**src/rtl/seven_seg_scan_if.sv**
```systemverilog
// Bus between a result-register block and the 7-segment scan driver.
// master drives the display data; slave is the scan driver that owns the pins.
interface seven_seg_scan_if #(
    parameter int DIGITS = 4
);
    logic [4*DIGITS-1:0] value;
    logic                load;
    logic [DIGITS-1:0]   blank_mask;
    logic [DIGITS-1:0]   dp;
    logic [6:0]          seg;
    logic                seg_dp;
    logic [DIGITS-1:0]   dig_sel;
    logic                frame_tick;

    modport master (
        output value, load, blank_mask, dp,
        input  seg, seg_dp, dig_sel, frame_tick
    );

    modport slave (
        input  value, load, blank_mask, dp,
        output seg, seg_dp, dig_sel, frame_tick
    );
endinterface

```
**src/rtl/seven_seg_scan.sv**
```systemverilog
// Time-multiplexed hex 7-segment driver with frame-synchronous shadow commit.
// Optional ghost blanking at the start of each slot: define SEVSEG_GHOST_BLANK_EN.
module seven_seg_scan #(
    parameter int DIGITS         = 4,
    parameter int SCAN_DIV       = 50000,
    parameter bit SEG_ACTIVE_LOW = 1'b1,
    parameter bit DIG_ACTIVE_LOW = 1'b1,
    parameter int BLANK_CYCLES   = 2
) (
    input  logic              i_clk,
    input  logic              i_rst_n,
    seven_seg_scan_if.slave   bus
);
    localparam int PW = (SCAN_DIV > 1) ? $clog2(SCAN_DIV) : 1;
    localparam int IW = (DIGITS > 1) ? $clog2(DIGITS) : 1;
    localparam logic [PW-1:0]     PRESC_LAST = PW'(SCAN_DIV - 1);
    localparam logic [IW-1:0]     IDX_LAST   = IW'(DIGITS - 1);
    localparam logic [6:0]        SEG_OFF    = {7{SEG_ACTIVE_LOW}};
    localparam logic [DIGITS-1:0] DIG_OFF    = {DIGITS{DIG_ACTIVE_LOW}};

    logic [PW-1:0]       r_presc;
    logic [IW-1:0]       r_idx;
    logic [4*DIGITS-1:0] r_shadow;
    logic [4*DIGITS-1:0] r_pending;
    logic                r_pend_flag;
    logic [6:0]          r_seg;
    logic                r_seg_dp;
    logic [DIGITS-1:0]   r_dig_sel;
    logic                r_frame_tick;

    logic                w_terminal;
    logic                w_wrap;
    logic                w_ghost;
    logic                w_blank;
    logic [3:0]          w_nibble;
    logic [DIGITS-1:0]   w_onehot;
    logic [6:0]          w_seg_pin;
    logic                w_dp_pin;
    logic [DIGITS-1:0]   w_dig_pin;

    function automatic logic [6:0] hex_to_seg(input logic [3:0] nib);
        logic [6:0] s;
        case (nib)
            4'h0: s = 7'h3F;
            4'h1: s = 7'h06;
            4'h2: s = 7'h5B;
            4'h3: s = 7'h4F;
            4'h4: s = 7'h66;
            4'h5: s = 7'h6D;
            4'h6: s = 7'h7D;
            4'h7: s = 7'h07;
            4'h8: s = 7'h7F;
            4'h9: s = 7'h6F;
            4'hA: s = 7'h77;
            4'hB: s = 7'h7C;
            4'hC: s = 7'h39;
            4'hD: s = 7'h5E;
            4'hE: s = 7'h79;
            default: s = 7'h71;
        endcase
        return s;
    endfunction

    assign w_terminal = (r_presc == PRESC_LAST);
    assign w_wrap     = w_terminal && (r_idx == IDX_LAST);

    genvar gi;
    generate
        for (gi = 0; gi < DIGITS; gi++) begin : g_onehot
            assign w_onehot[gi] = (r_idx == IW'(gi));
        end
    endgenerate

`ifdef SEVSEG_GHOST_BLANK_EN
    assign w_ghost = (r_presc < PW'(BLANK_CYCLES));
`else
    assign w_ghost = 1'b0;
`endif

    // Blanking is live: mask and ghost window act on the slot currently being scanned.
    always_comb begin
        w_nibble  = r_shadow[4*r_idx +: 4];
        w_blank   = bus.blank_mask[r_idx] | w_ghost;
        w_seg_pin = hex_to_seg(w_nibble) ^ SEG_OFF;
        w_dp_pin  = bus.dp[r_idx] ^ SEG_ACTIVE_LOW;
        w_dig_pin = w_onehot ^ DIG_OFF;
        if (w_blank) begin
            w_seg_pin = SEG_OFF;
            w_dp_pin  = SEG_ACTIVE_LOW;
            w_dig_pin = DIG_OFF;
        end
    end

    always_ff @(posedge i_clk or negedge i_rst_n) begin
        if (!i_rst_n) begin
            r_presc <= '0;
            r_idx   <= '0;
        end else begin
            r_presc <= w_terminal ? '0 : r_presc + 1'b1;
            if (w_terminal) begin
                r_idx <= (r_idx == IDX_LAST) ? '0 : r_idx + 1'b1;
            end
        end
    end

    // A load landing on the wrap cycle goes straight to the shadow so it is not lost a frame.
    always_ff @(posedge i_clk or negedge i_rst_n) begin
        if (!i_rst_n) begin
            r_shadow    <= '0;
            r_pending   <= '0;
            r_pend_flag <= 1'b0;
        end else if (w_wrap && bus.load) begin
            r_shadow    <= bus.value;
            r_pending   <= bus.value;
            r_pend_flag <= 1'b0;
        end else if (w_wrap && r_pend_flag) begin
            r_shadow    <= r_pending;
            r_pend_flag <= 1'b0;
        end else if (bus.load) begin
            r_pending   <= bus.value;
            r_pend_flag <= 1'b1;
        end
    end

    always_ff @(posedge i_clk or negedge i_rst_n) begin
        if (!i_rst_n) begin
            r_seg        <= SEG_OFF;
            r_seg_dp     <= SEG_ACTIVE_LOW;
            r_dig_sel    <= DIG_OFF;
            r_frame_tick <= 1'b0;
        end else begin
            r_seg        <= w_seg_pin;
            r_seg_dp     <= w_dp_pin;
            r_dig_sel    <= w_dig_pin;
            r_frame_tick <= w_wrap;
        end
    end

    assign bus.seg        = r_seg;
    assign bus.seg_dp     = r_seg_dp;
    assign bus.dig_sel    = r_dig_sel;
    assign bus.frame_tick = r_frame_tick;
endmodule

```
**src/flat_wrapper.sv**
```systemverilog
// flat-port wrapper written by rule: the top's interface ports become plain ports
module seven_seg_scan_flat 
#(
    parameter int DIGITS         = 4,
    parameter int SCAN_DIV       = 50000,
    parameter bit SEG_ACTIVE_LOW = 1'b1,
    parameter bit DIG_ACTIVE_LOW = 1'b1,
    parameter int BLANK_CYCLES   = 2
)
  (i_clk, i_rst_n, bus_value, bus_load, bus_blank_mask, bus_dp, bus_seg, bus_seg_dp, bus_dig_sel, bus_frame_tick);
  seven_seg_scan_if #(.DIGITS(DIGITS)) bus_i ();
  input  logic i_clk;
  input  logic i_rst_n;
  input wire logic [$bits(bus_i.value)-1:0] bus_value;
  input wire logic [$bits(bus_i.load)-1:0] bus_load;
  input wire logic [$bits(bus_i.blank_mask)-1:0] bus_blank_mask;
  input wire logic [$bits(bus_i.dp)-1:0] bus_dp;
  output wire logic [$bits(bus_i.seg)-1:0] bus_seg;
  output wire logic [$bits(bus_i.seg_dp)-1:0] bus_seg_dp;
  output wire logic [$bits(bus_i.dig_sel)-1:0] bus_dig_sel;
  output wire logic [$bits(bus_i.frame_tick)-1:0] bus_frame_tick;
  assign bus_i.value = bus_value;
  assign bus_i.load = bus_load;
  assign bus_i.blank_mask = bus_blank_mask;
  assign bus_i.dp = bus_dp;
  assign bus_seg = bus_i.seg;
  assign bus_seg_dp = bus_i.seg_dp;
  assign bus_dig_sel = bus_i.dig_sel;
  assign bus_frame_tick = bus_i.frame_tick;
  seven_seg_scan #(.DIGITS(DIGITS), .SCAN_DIV(SCAN_DIV), .SEG_ACTIVE_LOW(SEG_ACTIVE_LOW), .DIG_ACTIVE_LOW(DIG_ACTIVE_LOW), .BLANK_CYCLES(BLANK_CYCLES)) u_core (.i_clk(i_clk), .i_rst_n(i_rst_n), .bus(bus_i));
endmodule
```
**config.mk**
```make
export PLATFORM = sky130hd
export DESIGN_NAME = seven_seg_scan_flat
export DESIGN_NICKNAME = d
export VERILOG_FILES = /design/src/rtl/seven_seg_scan_if.sv /design/src/rtl/seven_seg_scan.sv /design/src/flat_wrapper.sv
export SDC_FILE = /design/constraint.sdc
export NUM_CORES = 1
export LEC_CHECK = 0
export BUFFER_PORTS_ARGS = -buffer_cell sky130_fd_sc_hd__buf_2
export CORE_MARGIN = 3
export CORE_UTILIZATION = 64
export CTS_BUF_LIST = sky130_fd_sc_hd__clkbuf_2
export CTS_CLUSTER_DIAMETER = 150
export DETAILED_ROUTE_END_ITERATION = 10
export PLACE_DENSITY = 0.87
export SYNTH_ARGS = -nofsm -noshare
export SYNTH_HDL_FRONTEND = slang
export SYNTH_SLANG_ARGS = --single-unit
```
**constraint.sdc**
```tcl
create_clock -name i_clk -period 4.9 [get_ports i_clk]
set_clock_uncertainty 0.2 [all_clocks]
set_input_delay 0.49 -clock i_clk [delete_from_list [all_inputs] [get_ports i_clk]]
set_output_delay 0.49 -clock i_clk [all_outputs]
set_load 0.05 [all_outputs]
```
==> flow_summary.json <==
{
  "portBuffers": 39,
  "crit_fanout": 12,
  "min_period_ns": 2.57,
  "clkSinkCount": 64,
  "routed_wl_mm": 5.32,
  "synth_area_leaders": "dfrtp_1 43%, dfstp_2 11%, mux2_2 7.1%, ha_1 4.6%, o2bb2ai_1 3.5%",
  "num_rows": 24,
  "ys_ff_latch": 64,
  "grt_pass1_vias": 1919,
  "maxCapViolCount": 0,
  "ant_nets": 0,
  "dieArea_mm2": 0.00554,
  "grt_max_degree": 65,
  "synth_flop_cell": "dfrtp_1",
  "hold_start": "bus_value[0]",
  "fillers": 299,
  "worst_slack_ns": 2.33,
  "io_pins": 40,
  "arrival_ns": 2.74,
  "drt-initial-drc-count": 127,
  "grt_pass1_wl_mm": 9.07,
  "status": "finished, final reports clean",
  "yosysTopAreaCellShare": 0.434,
  "startpoint": "u_core.r_idx[0]$_DFFE_PN0N_",
  "ys_async_sr_fraction": 1.00,
  "netlist-cell-type-count": 43,
  "crit_path_cell_trace": "mux2_2 > o21ai_0 > o221ai_1",
  "synth-edff-count": 0,
  "total_power_w": 0.000961,
  "syn_nets": 273,
  "ys_seq_area_frac": 0.539,
  "worstSetupPathDepth": 3,
  "cp.buffers_inverters": 0,
  "hold_viol": 0,
  "critPathTopFamily": "compound AO/OA/AOI/OAI gates",
  "cts_tree": "done",
  "dp_hpwl_mm": 3.60,
  "nets": 312,
  "critical_path_class": "register to register",
  "htree_levels": 3,
  "critPathRequiredTime_ns": 5.06,
  "grt.total_usage": 0.222,
  "multi_input_area_mm2": 0.00128,
  "antenna_cells": 0,
  "wl_per_cell_um": 16.1,
  "yosys.area.top_type": "dfrtp_1",
  "drc": 0,
  "tightest_slew_ns": 1.15,
  "root_buffer": "clkbuf_2",
  "gr-total-overflow": 0,
  "synthCells": 235,
  "ff2ff_path_depth": 3,
  "power.density_mw_per_mm2": 291,
  "timing.rr.start": "u_core.r_idx[0]$_DFFE_PN0N_",
  "syn_area_per_cell_um2": 12.8,
  "p_leak_nw": 1.47,
  "routed_via_density": 5.95,
  "clkTransAtPathRegs_ns": 0.16,
  "die_w_um": 74.4,
  "min_delay_path_depth": 2,
  "cts_inserted_buffers": 9,
  "clk_latency_ns": 0.48,
  "core_mm2": 0.00444,
  "fmax_mhz": 389,
  "placed_area_mm2": 0.00319,
  "rsz0062_at_grt": "false",
  "syn_area_mm2": 0.00300,
  "endpoint_kind": "register",
  "hold_path_class": "primary input to register",
  "synthToLayoutAreaGrowth_pct": 10.2,
  "setup_tns_ns": 0,
  "vias": 1968,
  "slew_viol_final": 0,
  "ys_warn_count": 0,
  "final_area_mm2": 0.00330,
  "setup_viol": 0,
  "dr.pass1.iters": 4,
  "cp-start-kind": "register",
  "start_util": 0.674,
  "die_y_um": 74.4,
  "holdWs_ns": 0.0465,
  "ir_drop_mv": 0.196,
  "place_ws_ns": 2.36,
  "regArea_mm2": 0.00162,
  "period_share": 0.525,
  "slew_headroom": 0.226,
  "drive_gt1_frac": 0.326,
  "antenna_found_initial": 0,
  "cts_buffer_depth": 2,
  "place.gp.congestion": 0.743,
  "cp_slowest_cell": "o21ai_0",
  "max_stage_delay_ns": 0.89
}
-- metrics by stage --
stage	util	std cells
2_1_floorplan	-	235
3_3_place_gp	0.718	314
3_5_place_dp	0.718	314
4_1_cts	0.743	331
5_1_grt	0.743	331
6_report	0.743	331
-- final timing paths --
| path | end | slack [ns] |
|---|---|---|
| worst max-delay path | u_core.bus.seg[2]$_DFF_PN1_ | 2.33 |
| worst min-delay path | u_core.r_pending[0]$_DFFE_PN0P_ | 0.05 |
| worst max register to register | u_core.bus.seg[2]$_DFF_PN1_ | 2.33 |
| worst min register to register | u_core.r_shadow[2]$_DFFE_PN0P_ | 0.31 |
| max in group asynchronous | u_core.r_pending[10]$_DFFE_PN0P_ | 3.52 |
| min in group asynchronous | u_core.r_presc[2]$_DFF_PN0_ | 0.48 |
-- state kept, by name, indices dropped and copies added, names as in the netlist --
name	cells
u_core.r_pending	16
u_core.r_presc	16
u_core.r_pend_flag	1
u_core.r_shadow	16
u_core.bus.seg	7
u_core.r_idx	2
u_core.bus.seg_dp	1
u_core.bus.dig_sel	4
u_core.bus.frame_tick	1
-- cell usage in the layout (no fill, tap or decap), types with 4 or more instances in the layout --
master,instances
a22oi_1,12
buf_2,39
clkbuf_2,11
dfrtp_1,52
dfstp_2,12
ha_1,11
inv_1,8
mux2_2,19
nand2_1,13
nand3_1,7
nand4_1,5
nor2_1,11
o21ai_0,4
o221ai_1,4
o2bb2ai_1,12
xnor2_1,7
xor2_1,7
-- worst register-to-register path, stage by stage, from the launching register on --
cell      delay [ns]
dfrtp_1         0.68
mux2_2          0.40
o21ai_0         0.89
o221ai_1        0.30
-- Yosys cell counts, types with 3 or more instances --
cell type and number:
nor2_1 11, xnor2_1 7, nand4_1 5, a22oi_1 12
ha_1 11, inv_1 8, and4_1 3, mux2_2 19
mux4_1 3, nand3_1 7, dfstp_2 12, buf_2 5
dfrtp_1 52, xor2_1 7, nand2_1 13, mux2i_1 3
o221ai_1 4, nor4_1 3, o2bb2ai_1 12, clkbuf_1 4
o21ai_0 4
-- routing by layer --
metal,track usage,share of wire,vias to the layer above
met3,0.0459,0.051,15
met2,0.325,0.48,62
li1,-,-,938
met4,0.140,0.026,0
met1,0.303,0.45,953
met5,0,0,-
-- cell type report --
cell class	count	share of cell area
flip-flops and latches	64	0.489
multi-input cells	150	0.386
repair buffers	41	0.0644
well taps	52	0.0197
clock buffers	11	0.0167
clock inverters	5	0.0144
inverters	8	0.00909
-- report_power, final --
part	internal, W	switching (W)	total (W)
Clock	0.000117	0.000177	0.000295
Combinational	0.0000406	0.0000605	0.000101
Sequential	0.000555	0.00000955	0.000565
-- repair_timing --
item / CTS / global route
endpoints found under the setup margin: 0 / 0
endpoints found under the hold margin: 52 / 0
buffers inserted: 0 / 0
hold buffers: 1 / 0
resized for setup: 0 / 0
-- kinds of logic (layout without fill, tap and decap cells) --
group	after synthesis	after routing	share of synthesized area
flip-flops	64	64	0.539
XOR/XNOR	14	14	0.0409
AO/OA/AOI/OAI	41	41	0.108
AND/OR/NAND/NOR	55	55	0.101
adder cells (fa/ha/maj)	11	11	0.0459
multiplexers	29	29	0.130
buffers and inverters	21	65	0.0347
No activity file was read; power rests on OpenSTA's default activity.
